==> src/rtl/control_sequencer.sv <==
// Hard-wired Moore control unit for the single-bus datapath: fetch (T0-T2) plus a
// three-step register-register ALU execute (T3-T5), with HALT/illegal handling.
module control_sequencer #(
    parameter int unsigned CNT_W   = 16,
    parameter logic [4:0]  OP_ADD  = 5'b01001,
    parameter logic [4:0]  OP_SUB  = 5'b01010,
    parameter logic [4:0]  OP_AND  = 5'b01011,
    parameter logic [4:0]  OP_OR   = 5'b01100,
    parameter logic [4:0]  OP_HALT = 5'b11011
) (
    input  logic             clk,
    input  logic             reset,
    input  logic             run,
    input  logic             mem_ready,
    input  logic [31:0]      ir,
    output logic             PCout,
    output logic             Zlowout,
    output logic             MDRout,
    output logic             MARin,
    output logic             Zin,
    output logic             PCin,
    output logic             MDRin,
    output logic             IRin,
    output logic             Yin,
    output logic             IncPC,
    output logic             Read,
    output logic             Gra,
    output logic             Grb,
    output logic             Grc,
    output logic             Rin,
    output logic             Rout,
    output logic [3:0]       alu_op,
    output logic             done,
    output logic             halted,
    output logic             illegal,
    output logic [CNT_W-1:0] instr_count
);

    localparam logic [3:0] S_IDLE   = 4'd0;
    localparam logic [3:0] S_T0     = 4'd1;
    localparam logic [3:0] S_T1     = 4'd2;
    localparam logic [3:0] S_T2     = 4'd3;
    localparam logic [3:0] S_T3     = 4'd4;
    localparam logic [3:0] S_T4     = 4'd5;
    localparam logic [3:0] S_T5     = 4'd6;
    localparam logic [3:0] S_HALTED = 4'd7;
    localparam logic [3:0] S_FAULT  = 4'd8;

    logic [3:0] state;
    logic [3:0] next_state;
    logic [4:0] opcode;
    logic       is_alu;
    logic       unused_ir;

    assign opcode    = ir[31:27];
    assign is_alu    = (opcode == OP_ADD) || (opcode == OP_SUB) ||
                       (opcode == OP_AND) || (opcode == OP_OR);
    // Register fields are consumed by the datapath's select/encode logic, not here.
    assign unused_ir = ^ir[26:0];

    // State register and retired-instruction counter
    always_ff @(posedge clk) begin
        if (reset) begin
            state       <= S_IDLE;
            instr_count <= '0;
        end else begin
            state <= next_state;
            if (state == S_T5) begin
                instr_count <= instr_count + CNT_W'(1);
            end
        end
    end

    // Next-state logic and strobe decode of the registered state
    always_comb begin
        next_state = state;
        PCout      = 1'b0;
        Zlowout    = 1'b0;
        MDRout     = 1'b0;
        MARin      = 1'b0;
        Zin        = 1'b0;
        PCin       = 1'b0;
        MDRin      = 1'b0;
        IRin       = 1'b0;
        Yin        = 1'b0;
        IncPC      = 1'b0;
        Read       = 1'b0;
        Gra        = 1'b0;
        Grb        = 1'b0;
        Grc        = 1'b0;
        Rin        = 1'b0;
        Rout       = 1'b0;
        alu_op     = 4'd0;
        done       = 1'b0;
        halted     = 1'b0;
        illegal    = 1'b0;

        case (state)
            S_IDLE: begin
                if (run) next_state = S_T0;
            end
            S_T0: begin
                PCout      = 1'b1;
                MARin      = 1'b1;
                IncPC      = 1'b1;
                Zin        = 1'b1;
                next_state = S_T1;
            end
            S_T1: begin
                Zlowout = 1'b1;
                PCin    = 1'b1;
                Read    = 1'b1;
                MDRin   = 1'b1;
                if (mem_ready) next_state = S_T2;
            end
            S_T2: begin
                MDRout     = 1'b1;
                IRin       = 1'b1;
                next_state = S_T3;
            end
            S_T3: begin
                if (is_alu) begin
                    Grb        = 1'b1;
                    Rout       = 1'b1;
                    Yin        = 1'b1;
                    next_state = S_T4;
                end else if (opcode == OP_HALT) begin
                    next_state = S_HALTED;
                end else begin
                    next_state = S_FAULT;
                end
            end
            S_T4: begin
                Grc        = 1'b1;
                Rout       = 1'b1;
                Zin        = 1'b1;
                next_state = S_T5;
                if (opcode == OP_ADD)      alu_op = 4'd1;
                else if (opcode == OP_SUB) alu_op = 4'd2;
                else if (opcode == OP_AND) alu_op = 4'd3;
                else if (opcode == OP_OR)  alu_op = 4'd4;
            end
            S_T5: begin
                Zlowout    = 1'b1;
                Gra        = 1'b1;
                Rin        = 1'b1;
                done       = 1'b1;
                next_state = run ? S_T0 : S_IDLE;
            end
            S_HALTED: halted  = 1'b1;
            S_FAULT:  illegal = 1'b1;
            default:  next_state = S_IDLE;
        endcase
    end

endmodule

==> config.mk <==
export PLATFORM = sky130hd
export DESIGN_NAME = control_sequencer
export DESIGN_NICKNAME = d
export VERILOG_FILES = /design/src/rtl/control_sequencer.sv
export SDC_FILE = /design/constraint.sdc
export NUM_CORES = 1
export LEC_CHECK = 0
export BUFFER_PORTS_ARGS = -buffer_cell sky130_fd_sc_hd__buf_2
export CAP_MARGIN = 15
export CORE_MARGIN = 2
export CORE_UTILIZATION = 42
export CTS_BUF_LIST = sky130_fd_sc_hd__clkbuf_16
export DETAILED_ROUTE_END_ITERATION = 8
export PLACE_DENSITY_LB_ADDON = 0.05
export SYNTH_ARGS = -nofsm -noshare
export SYNTH_HDL_FRONTEND = slang
export SYNTH_SLANG_ARGS = --single-unit
==> constraint.sdc <==
create_clock -name clk -period 2 [get_ports clk]
set_input_delay 0.3 -clock clk [delete_from_list [all_inputs] [get_ports clk]]
set_output_delay 0.3 -clock clk [all_outputs]
set_load 0.01 [all_outputs]
==> results of run 1 <==
## cell type report
type,instances,area [um^2],area share [%]
clock inverters,1,3.75,0.254
well taps,31,38.8,2.62
clock buffers,3,75.1,5.07
flip-flops and latches,20,400,27.0
inverters,5,18.8,1.27
multi-input cells,107,676,45.6
repair buffers,51,268,18.1
## sequential cells by signal (all words and copies together), names as in the netlist
register and cells:
instr_count 16, state 4
## layer usage
metal | track usage (%) | part of all wire (%) | up-vias
li1 | - | - | 573
met5 | 0 | 0 | -
met2 | 26.1 | 49 | 28
met4 | 8.97 | 1.2 | 0
met3 | 4.08 | 4.8 | 2
met1 | 19.8 | 45 | 517
## power breakdown
part | internal [mW] | switching [mW] | total, mW
clock network | 0.266 | 0.135 | 0.401
registers | 0.412 | 0.00704 | 0.419
logic | 0.104 | 0.134 | 0.238
total | 0.781 | 0.276 | 1.06
## placed cells by master (no fill, tap or decap), types with 2 or more instances in the layout
master / instances
xnor2_1: 10
nand2_1: 8
nand2b_1: 5
nand3_1: 5
nor4_1: 4
dfxtp_1: 20
nor2_1: 25
inv_1: 5
o21ai_0: 3
a21oi_1: 3
nor3_1: 6
nand4_1: 4
buf_4: 5
nor2b_1: 4
xor2_1: 2
nor3b_1: 2
and2_1: 3
clkbuf_16: 3
buf_2: 46
## synth_stat cells (all sizes together)
cell type,count,area (um^2)
a2111oi,1,8.76
a211oi,1,7.51
a21oi,3,15.0
a31o,2,17.5
a32o,1,10.0
and2,3,18.8
and3,1,6.26
and4bb,1,12.5
buf,11,78.8
clkbuf,5,18.8
conb,1,3.75
dfxtp,20,400
ha,1,12.5
inv,5,18.8
mux2,2,26.3
mux2i,1,10.0
nand2,8,30.0
nand2b,5,31.3
nand3,6,35.0
nand3b,1,7.51
nand4,4,25.0
nand4b,1,8.76
nand4bb,1,11.3
nor2,25,93.8
nor2b,4,25.0
nor3,6,30.0
nor3b,2,15.0
nor4,5,46.3
nor4b,1,8.76
o21ai,4,20.0
o21ba,1,10.0
o221a,1,11.3
or2,1,6.26
or3,1,6.26
xnor2,10,87.6
xor2,2,17.5
## logic make-up after synthesis
kind of cell / after synthesis
other: 1
DFF: 20
buffers and inverters: 21
and+or+nand+nor: 76
adders and majority gates: 1
muxes: 3
xor gates and xnor gates: 12
AOI/OAI and AO/OA: 14
## worst paths after layout
path              slack, ns           start         endpoint  cells after the start
setup / recovery       0.16        state[0]              Rin                      4
setup reg to reg       0.29        state[0]  instr_count[13]                      4
hold reg to reg        0.53  instr_count[1]   instr_count[1]                      2
hold / removal         0.45           reset   instr_count[8]                      2
## per-stage QoR
| step | util [%] | std cells |
|---|---|---|
| 5_1_grt | 54.1 | 218 |
| 3_3_place_gp | 51.3 | 214 |
| 3_5_place_dp | 51.3 | 214 |
| 6_report | 54.1 | 218 |
| 2_1_floorplan | - | 148 |
| 4_1_cts | 54.1 | 218 |
## critical path, cell delays in order, from the launching register on
cell       delay [ns]
dfxtp_1          0.31
nand4bb_1        0.38
buf_4            0.28
inv_1            0.16
buf_2            0.17
==> summary.txt, run 1 <==
Drt
  – DRC viols: 0
  – Drt via density: 5.14
  – DR vias: 1120
  – WL per Instance: 11.4 um
  – DR pass1 iterations: 4
  – 1st-iter DRT viols: 50
  – Antenna viol nets, final: 0
  – DRT Wirelength: 2.49 mm

Placement
  – Dpl ws: 0.265 ns
  – Detailed placer's ending HPWL: 1.89 mm
  – Cell area after placement: 1400 um^2
  – Routability cong.: 0.759
  – IO Port Bufs: 46

Worst setup path
  – WP data required: 1.70 ns
  – Startpoint type of the worst setup path: register
  – CP arrival: 1.54 ns
  – Endpoint class of the critical path: output port
  – Maximum fanout along the worst path: 7
  – Kind of critical path: register to output port

Yosys
  – Mux contribution to synthesized area: 3.04%
  – Adder-Cell Fraction of Synth Area: 1.05%
  – Syn_nets: 185
  – Mapped Avg Cell Area: 8.06 um^2
  – Sequential area share after synthesis: 33.6%
  – Synth Area in Compound Gates: 8.39%
  – Synth warnings: 0
  – Synth Area in Simple Gates: 35.0%
  – Synth Cell Area: 1190 um^2
  – Cells after Synth: 148
  – #FFs+latches synth: 20
  – Post-Synth XOR/XNOR Area: 8.81%
  – Yosys cell types: 42
  – Largest family of logic cells by synthesized area: simple AND/OR/NAND/NOR gates

Cells and area
  – Final nets: 225
  – Antenna cell count: 0
  – Fill cells: 295
  – Layout overhead on the synthesized area: 24.1%
  – Fraction of layout instances using a drive strength above 1: 33.7%
  – Design Area, Final: 1480 um^2

Clock tree
  – Post-CTS setup buffers: 0
  – Clock-pin slew on the worst setup and hold paths: 0.05 ns
  – Hold_buf cts: 0
  – CTS tree: built
  – CTS Sinks: 20
  – Clock Tree Buf Depth: 2
  – Post-CTS sizing: 0
  – Worst-Skew Late Latency: 0.25 ns
  – CTS root buf: clkbuf_16
  – H-tree depth: 1
  – Num CTS Buffers: 3

Timing
  – Count of final setup violators: 0
  – Max Clk Rate: 545 MHz
  – Period utilisation layout: 91.8%
  – Setup_tns: 0 ns
  – Crit path time final: 1.84 ns
  – Post-layout worst setup margin: 0.164 ns
  – RSZ-0062 raised after global routing: false
  – Final slew viol count: 0
  – Fin Hold WS: 0.455 ns
  – Setup Skew: 0.00399 ns
  – Hold Vio Cnt, Final: 0

Pwr
  – Power Density: 715 nW/um^2
  – Power, Total: 1.06 mW
  – Leak pwr: 0.682 nW
  – Peak VDD IR: 0.569 mV

GRT
  – Vias in the first global route: 958
  – Initial antenna violation count: 0
  – First-pass GRT wire length: 4.11 mm
  – Largest net degree at the start of global routing: 24
  – GR Util All Layers: 16.2%
  – Gr ovfl total: 0

Floorplan
  – Cell Rows: 19
  – Core footprint: 2730 um^2
  – Die Span X: 57.3 um
  – I/O pin count: 75
  – Die H: 57.3 um
  – Die area: 3280 um^2
  – Initial Utilization: 43.6%

Job
  – Max Cap Violations: 0

Min path
  – HP Class: input port to register

Status
  – Status: complete, no violations
No activity file was read; power rests on OpenSTA's default activity.
==> inputs of run 2 (changes only) <==
--- a/config.mk
+++ b/config.mk
@@ -11,7 +11,8 @@
 export CORE_UTILIZATION = 42
 export CTS_BUF_LIST = sky130_fd_sc_hd__clkbuf_16
 export DETAILED_ROUTE_END_ITERATION = 8
-export PLACE_DENSITY_LB_ADDON = 0.05
+export PLACE_DENSITY = 0.79
+export REMOVE_ABC_BUFFERS = 1
 export SYNTH_ARGS = -nofsm -noshare
 export SYNTH_HDL_FRONTEND = slang
 export SYNTH_SLANG_ARGS = --single-unit
==> run 2 against run 1 <==
Against the previous run: total power rose by 0.88%; die area stayed put; flip-flop and latch count is the same; non-clock buffer count unchanged; critical path type unchanged.
==> summary.txt, run 2 (synthesis gave the netlist of run 1 again) <==
GRT
  – Gr ovfl total: 0 (unchanged)
  – Vias in the first global route: 973 (was 958)
  – GR Util All Layers: 15.7% (was 16.2%)
  – First-pass GRT wire length: 4.10 mm (was 4.11 mm)
  – Initial antenna violation count: 0 (unchanged)
  – Largest net degree at the start of global routing: 24 (unchanged)

Cells and area
  – Sequential Area: 400 um^2 (unchanged)
  – Multi-input logic area: 676 um^2 (unchanged)
  – Top reg by flops: instr_count (unchanged)
  – Final nets: 225 (unchanged)
  – Fraction of layout instances using a drive strength above 1: 33.7% (unchanged)
  – Layout overhead on the synthesized area: 24.1% (unchanged)
  – Largest register FFs: 16 (unchanged)
  – Antenna cell count: 0 (unchanged)
  – Commonest non-fill, non-tap cells in the layout: 46 x buf_2, 25 x nor2_1, 20 x dfxtp_1 (unchanged)
  – Fill cells: 263 (was 295)
  – Largest registers: instr_count: 16 flops, state: 4 flops (unchanged)
  – Most common cell after layout, fill and taps aside: buf_2 (unchanged)
  – Final cell count without fillers: 218 (unchanged)

Clock tree
  – Post-CTS sizing: 0 (unchanged)
  – Clock-pin slew on the worst setup and hold paths: 0.05 ns (about the same)
  – Num CTS Buffers: 3 (unchanged)
  – CTS tree: built (unchanged)
  – Worst-Skew Late Latency: 0.25 ns (about the same)
  – Clock Tree Buf Depth: 2 (unchanged)
  – CTS Sinks: 20 (unchanged)
  – Post-CTS setup buffers: 0 (unchanged)
  – CTS root buf: clkbuf_16 (unchanged)
  – Hold_buf cts: 0 (unchanged)
  – H-tree depth: 1 (unchanged)

Timing
  – Setup Skew: 0.000630 ns (was 0.00399 ns)
  – RSZ-0062 raised after global routing: false (unchanged)
  – Count of final setup violators: 0 (unchanged)
  – Max Clk Rate: 566 MHz (was 545 MHz)
  – Crit path time final: 1.77 ns (was 1.84 ns)
  – Period utilisation layout: 88.3% (was 91.8%)
  – Final slew viol count: 0 (unchanged)
  – Hold Vio Cnt, Final: 0 (unchanged)
  – Setup_tns: 0 ns (unchanged)

Worst setup path
  – Kind of critical path: register to output port (unchanged)
  – WP data required: 1.70 ns (about the same)
  – CP arrival: 1.47 ns (was 1.54 ns)
  – Endpoint class of the critical path: output port (unchanged)
  – Maximum fanout along the worst path: 12 (was 7)
  – Startpoint type of the worst setup path: register (unchanged)

Placement
  – Placed cell count: 214 (unchanged)
  – Routability cong.: 0.790 (was 0.759)
  – IO Port Bufs: 46 (unchanged)
  – Detailed placer's ending HPWL: 1.75 mm (was 1.89 mm)

Drt
  – DRC viols: 0 (unchanged)
  – 1st-iter DRT viols: 27 (was 50)
  – DRT Wirelength: 2.39 mm (was 2.49 mm)
  – Antenna viol nets, final: 0 (unchanged)
  – DR vias: 1106 (was 1120)
  – WL per Instance: 11.0 um (was 11.4 um)
  – DR pass1 iterations: 4 (unchanged)
  – Drt via density: 5.07 (was 5.14)

Pwr
  – Power Density: 721 nW/um^2 (was 715 nW/um^2)
  – Leak pwr: 0.682 nW (unchanged)
  – Peak VDD IR: 0.552 mV (was 0.569 mV)

Min path
  – HP Class: input port to register (unchanged)

Job
  – Max Cap Violations: 0 (unchanged)

Floorplan
  – Initial Utilization: 43.6% (unchanged)
  – Die Span X: 57.3 um (unchanged)
  – I/O pin count: 75 (unchanged)
  – Core footprint: 2730 um^2 (unchanged)
  – Die H: 57.3 um (unchanged)
  – Die area: 3280 um^2 (unchanged)
  – Cell Rows: 19 (unchanged)

Status
  – Status: complete, no violations (unchanged)
[run 2: cell counts in the layout (fill, tap and decap cells not counted)]
No cell type changed its count.
[run 2: metrics by stage]
stage                     total power [mW]  instance area, um^2  hold slack [ns]  setup WS (ns)  utilization (%)
after floorplan                      0.565                 1090            0.369          0.115                -
after global placement               0.662                 1400            0.501          0.302             51.3
after detailed placement             0.663                 1400            0.510          0.254             51.3
after CTS                             1.07                 1480            0.436          0.209             54.1
after global routing                  1.12                 1480            0.476          0.117             54.1
final                                 1.07                 1480            0.439          0.234             54.1
[run 2: where the power goes]
| part | internal [mW] | leakage (nW) | switching, mW | total (mW) |
|---|---|---|---|---|
| sequential | 0.412 | 0.162 | 0.0112 | 0.423 |
| clock | 0.266 | 0.0385 | 0.146 | 0.412 |
| combinational | 0.104 | 0.482 | 0.128 | 0.232 |
| total | 0.782 | 0.682 | 0.285 | 1.07 |
[run 2: per-layer routing]
layer,GRT usage [%],vias to the layer above,share of wire [%]
met1,18.8,477,45
met3,2.95,5,7.7
li1,-,578,-
met5,0,-,0
met4,8.97,0,2.3
met2,26.3,46,45
[run 2: area by class of cell]
cell class	instances	share of cell area [%]
Inverter	5	1.27
Sequential cell	20	27.0
Timing Repair Buffer	51	18.1
Multi-Input combinational cell	107	45.6
Clock buffer	3	5.07
Tap cell	31	2.62
Clock inverter	1	0.254
[run 2: path summary, 6_finish.rpt]
path	depth (start not counted)	startpoint	slack, ns	to
worst min register to register	2	instr_count[1]	0.52	instr_count[1]
worst max register to register	4	instr_count[2]	0.34	instr_count[13]
worst min-delay path	2	reset	0.44	instr_count[9]
worst max-delay path	5	state[2]	0.23	Rout
[run 2: critical path: stages (launching register included)]
cell	delay (ns)
dfxtp_1	0.33
buf_4	0.17
nand2b_1	0.08
nor4_1	0.34
or2_2	0.17
buf_2	0.12
==> inputs of run 3 (changes only) <==
--- a/config.mk
+++ b/config.mk
@@ -7,6 +7,7 @@
 export LEC_CHECK = 0
 export BUFFER_PORTS_ARGS = -buffer_cell sky130_fd_sc_hd__buf_2
 export CAP_MARGIN = 15
+export CORE_ASPECT_RATIO = 0.75
 export CORE_MARGIN = 2
 export CORE_UTILIZATION = 42
 export CTS_BUF_LIST = sky130_fd_sc_hd__clkbuf_16
==> constraint.sdc (replaced) <==
create_clock -name clk -period 2 [get_ports clk]
set_input_delay 0.4 -clock clk [delete_from_list [all_inputs] [get_ports clk]]
set_output_delay 0.4 -clock clk [all_outputs]
set_load 0.01 [all_outputs]
==> run 3 against run 2 <==
Against the previous run: maximum frequency decreased by 6.4%; count of clock-buffer cells in the layout unchanged; first-iteration DRC count increased by 52%; sequential share of layout area decreased by 0.34 points; design area increased by 1.6%; critical endpoint unchanged; final cell count increased by 2.8%; non-clock buffer count increased by 1; global-route usage increased by 0.92 points.
==> summary.txt, run 3 (synthesis gave the netlist of run 1 again) <==
Status
  – Status: complete, no violations (unchanged)

Worst setup path
  – WP data required: 1.60 ns (was 1.70 ns)
  – CP arrival: 1.49 ns (was 1.47 ns)
  – Endpoint class of the critical path: output port (unchanged)
  – Startpoint type of the worst setup path: register (unchanged)
  – Maximum fanout along the worst path: 9 (was 12)
  – Kind of critical path: register to output port (unchanged)
  – Flop-to-flop setup slack: 0.25 ns (was 0.34 ns)

Drt
  – DR pass1 iterations: 4 (unchanged)
  – DRT Wirelength: 2.56 mm (was 2.39 mm)
  – DRC viols: 0 (unchanged)
  – DR vias: 1129 (was 1106)
  – WL per Instance: 11.4 um (was 11.0 um)
  – Drt via density: 5.04 (was 5.07)
  – 1st-iter DRT viols: 41 (was 27)
  – Antenna viol nets, final: 0 (unchanged)

Timing
  – Crit path time final: 1.89 ns (was 1.77 ns)
  – Setup_tns: 0 ns (unchanged)
  – Post-layout worst setup margin: 0.114 ns (was 0.234 ns)
  – Period utilisation layout: 94.3% (was 88.3%)
  – Hold Vio Cnt, Final: 0 (unchanged)
  – Setup Skew: 0.00609 ns (was 0.000630 ns)
  – Final slew viol count: 0 (unchanged)
  – Fin Hold WS: 0.517 ns (was 0.439 ns)
  – Max Clk Rate: 530 MHz (was 566 MHz)
  – Count of final setup violators: 0 (unchanged)

Pwr
  – Peak VDD IR: 0.347 mV (was 0.552 mV)
  – Leak pwr: 0.687 nW (was 0.682 nW)
  – Power, Total: 1.07 mW (about the same)
  – Power Density: 713 nW/um^2 (was 721 nW/um^2)

Cells and area
  – Layout overhead on the synthesized area: 26.1% (was 24.1%)
  – Final nets: 226 (was 225)
  – Antenna cell count: 0 (unchanged)
  – Top reg by flops: instr_count (unchanged)
  – Largest register FFs: 16 (unchanged)
  – Final cell count without fillers: 224 (was 218)
  – Most common cell after layout, fill and taps aside: buf_2 (unchanged)
  – Commonest non-fill, non-tap cells in the layout: 46 x buf_2, 24 x nor2_1, 19 x dfxtp_1 (was 46 x buf_2, 25 x nor2_1, 20 x dfxtp_1)
  – Largest registers: instr_count: 16 flops, state: 4 flops (unchanged)
  – Fraction of layout instances using a drive strength above 1: 35.6% (was 33.7%)
  – Design Area, Final: 1500 um^2 (was 1480 um^2)
  – Final Util: 56.5% (was 54.1%)

Floorplan
  – Initial Utilization: 44.8% (was 43.6%)
  – Cell Rows: 16 (was 19)
  – Die area: 3290 um^2 (was 3280 um^2)
  – Die H: 50.1 um (was 57.3 um)
  – I/O pin count: 75 (unchanged)
  – Core footprint: 2660 um^2 (was 2730 um^2)
  – Die Span X: 65.5 um (was 57.3 um)

GRT
  – Largest net degree at the start of global routing: 24 (unchanged)
  – Initial antenna violation count: 0 (unchanged)
  – First-pass GRT wire length: 4.29 mm (was 4.10 mm)
  – Vias in the first global route: 998 (was 973)
  – GR Util All Layers: 16.6% (was 15.7%)
  – Gr ovfl total: 0 (unchanged)

Placement
  – Cell area after placement: 1420 um^2 (was 1400 um^2)
  – Dpl ws: 0.125 ns (was 0.254 ns)
  – Detailed placer's ending HPWL: 1.91 mm (was 1.75 mm)
  – Placed cell count: 220 (was 214)
  – Routability cong.: 0.774 (was 0.790)
  – IO Port Bufs: 46 (unchanged)

Clock tree
  – CTS root buf: clkbuf_16 (unchanged)
  – Clock Tree Buf Depth: 2 (unchanged)
  – CTS tree: built (unchanged)
  – Hold_buf cts: 0 (unchanged)
  – H-tree depth: 1 (unchanged)
  – Worst-Skew Late Latency: 0.26 ns (was 0.25 ns)
  – Clock-pin slew on the worst setup and hold paths: 0.06 ns (was 0.05 ns)
  – CTS Sinks: 20 (unchanged)
  – Num CTS Buffers: 3 (unchanged)

Job
  – Max Cap Violations: 0 (unchanged)

Min path
  – HP Class: register to register (was input port to register)
[run 3: what timing repair did]
item	in CTS	in global routing
setup endpoints to repair	0	3
setup buffers	0	0
resized for setup	0	3
[run 3: layout make-up]
cell class	count	area, um^2
fillers	237	1160
multi-input cells	107	684
flip-flops and latches	20	402
repair buffers	52	275
clock buffers	3	75.1
well taps	36	45.0
inverters	5	18.8
clock inverters	1	3.75
[run 3: path summary, 6_finish.rpt]
| check | to | cells after the start | start |
|---|---|---|---|
| worst max-delay path | Rout | 3 | state[1] |
| worst min register to register | instr_count[1] | 2 | instr_count[1] |
| worst min-delay path | instr_count[1] | 2 | instr_count[1] |
| worst max register to register | instr_count[13] | 5 | state[1] |
[run 3: report_power, final]
part / switching [mW] / total [mW] / internal, mW
clock: 0.145 / 0.412 / 0.266
combinational: 0.123 / 0.228 / 0.105
sequential: 0.0198 / 0.432 / 0.412
total: 0.288 / 1.07 / 0.784
[run 3: critical path: stages (launching register included)]
cell and delay [ns]:
dfxtp_1 0.50, and4bb_2 0.30, or2_2 0.28, buf_2 0.14
[run 3: routing by layer]
layer / track usage (%) / part of all wire, % / up-vias
li1: - / - / 579
met1: 20.9 / 46 / 523
met2: 28.6 / 49 / 25
met3: 4.26 / 4.0 / 2
met4: 4.17 / 0.70 / 0
met5: 0 / 0 / -
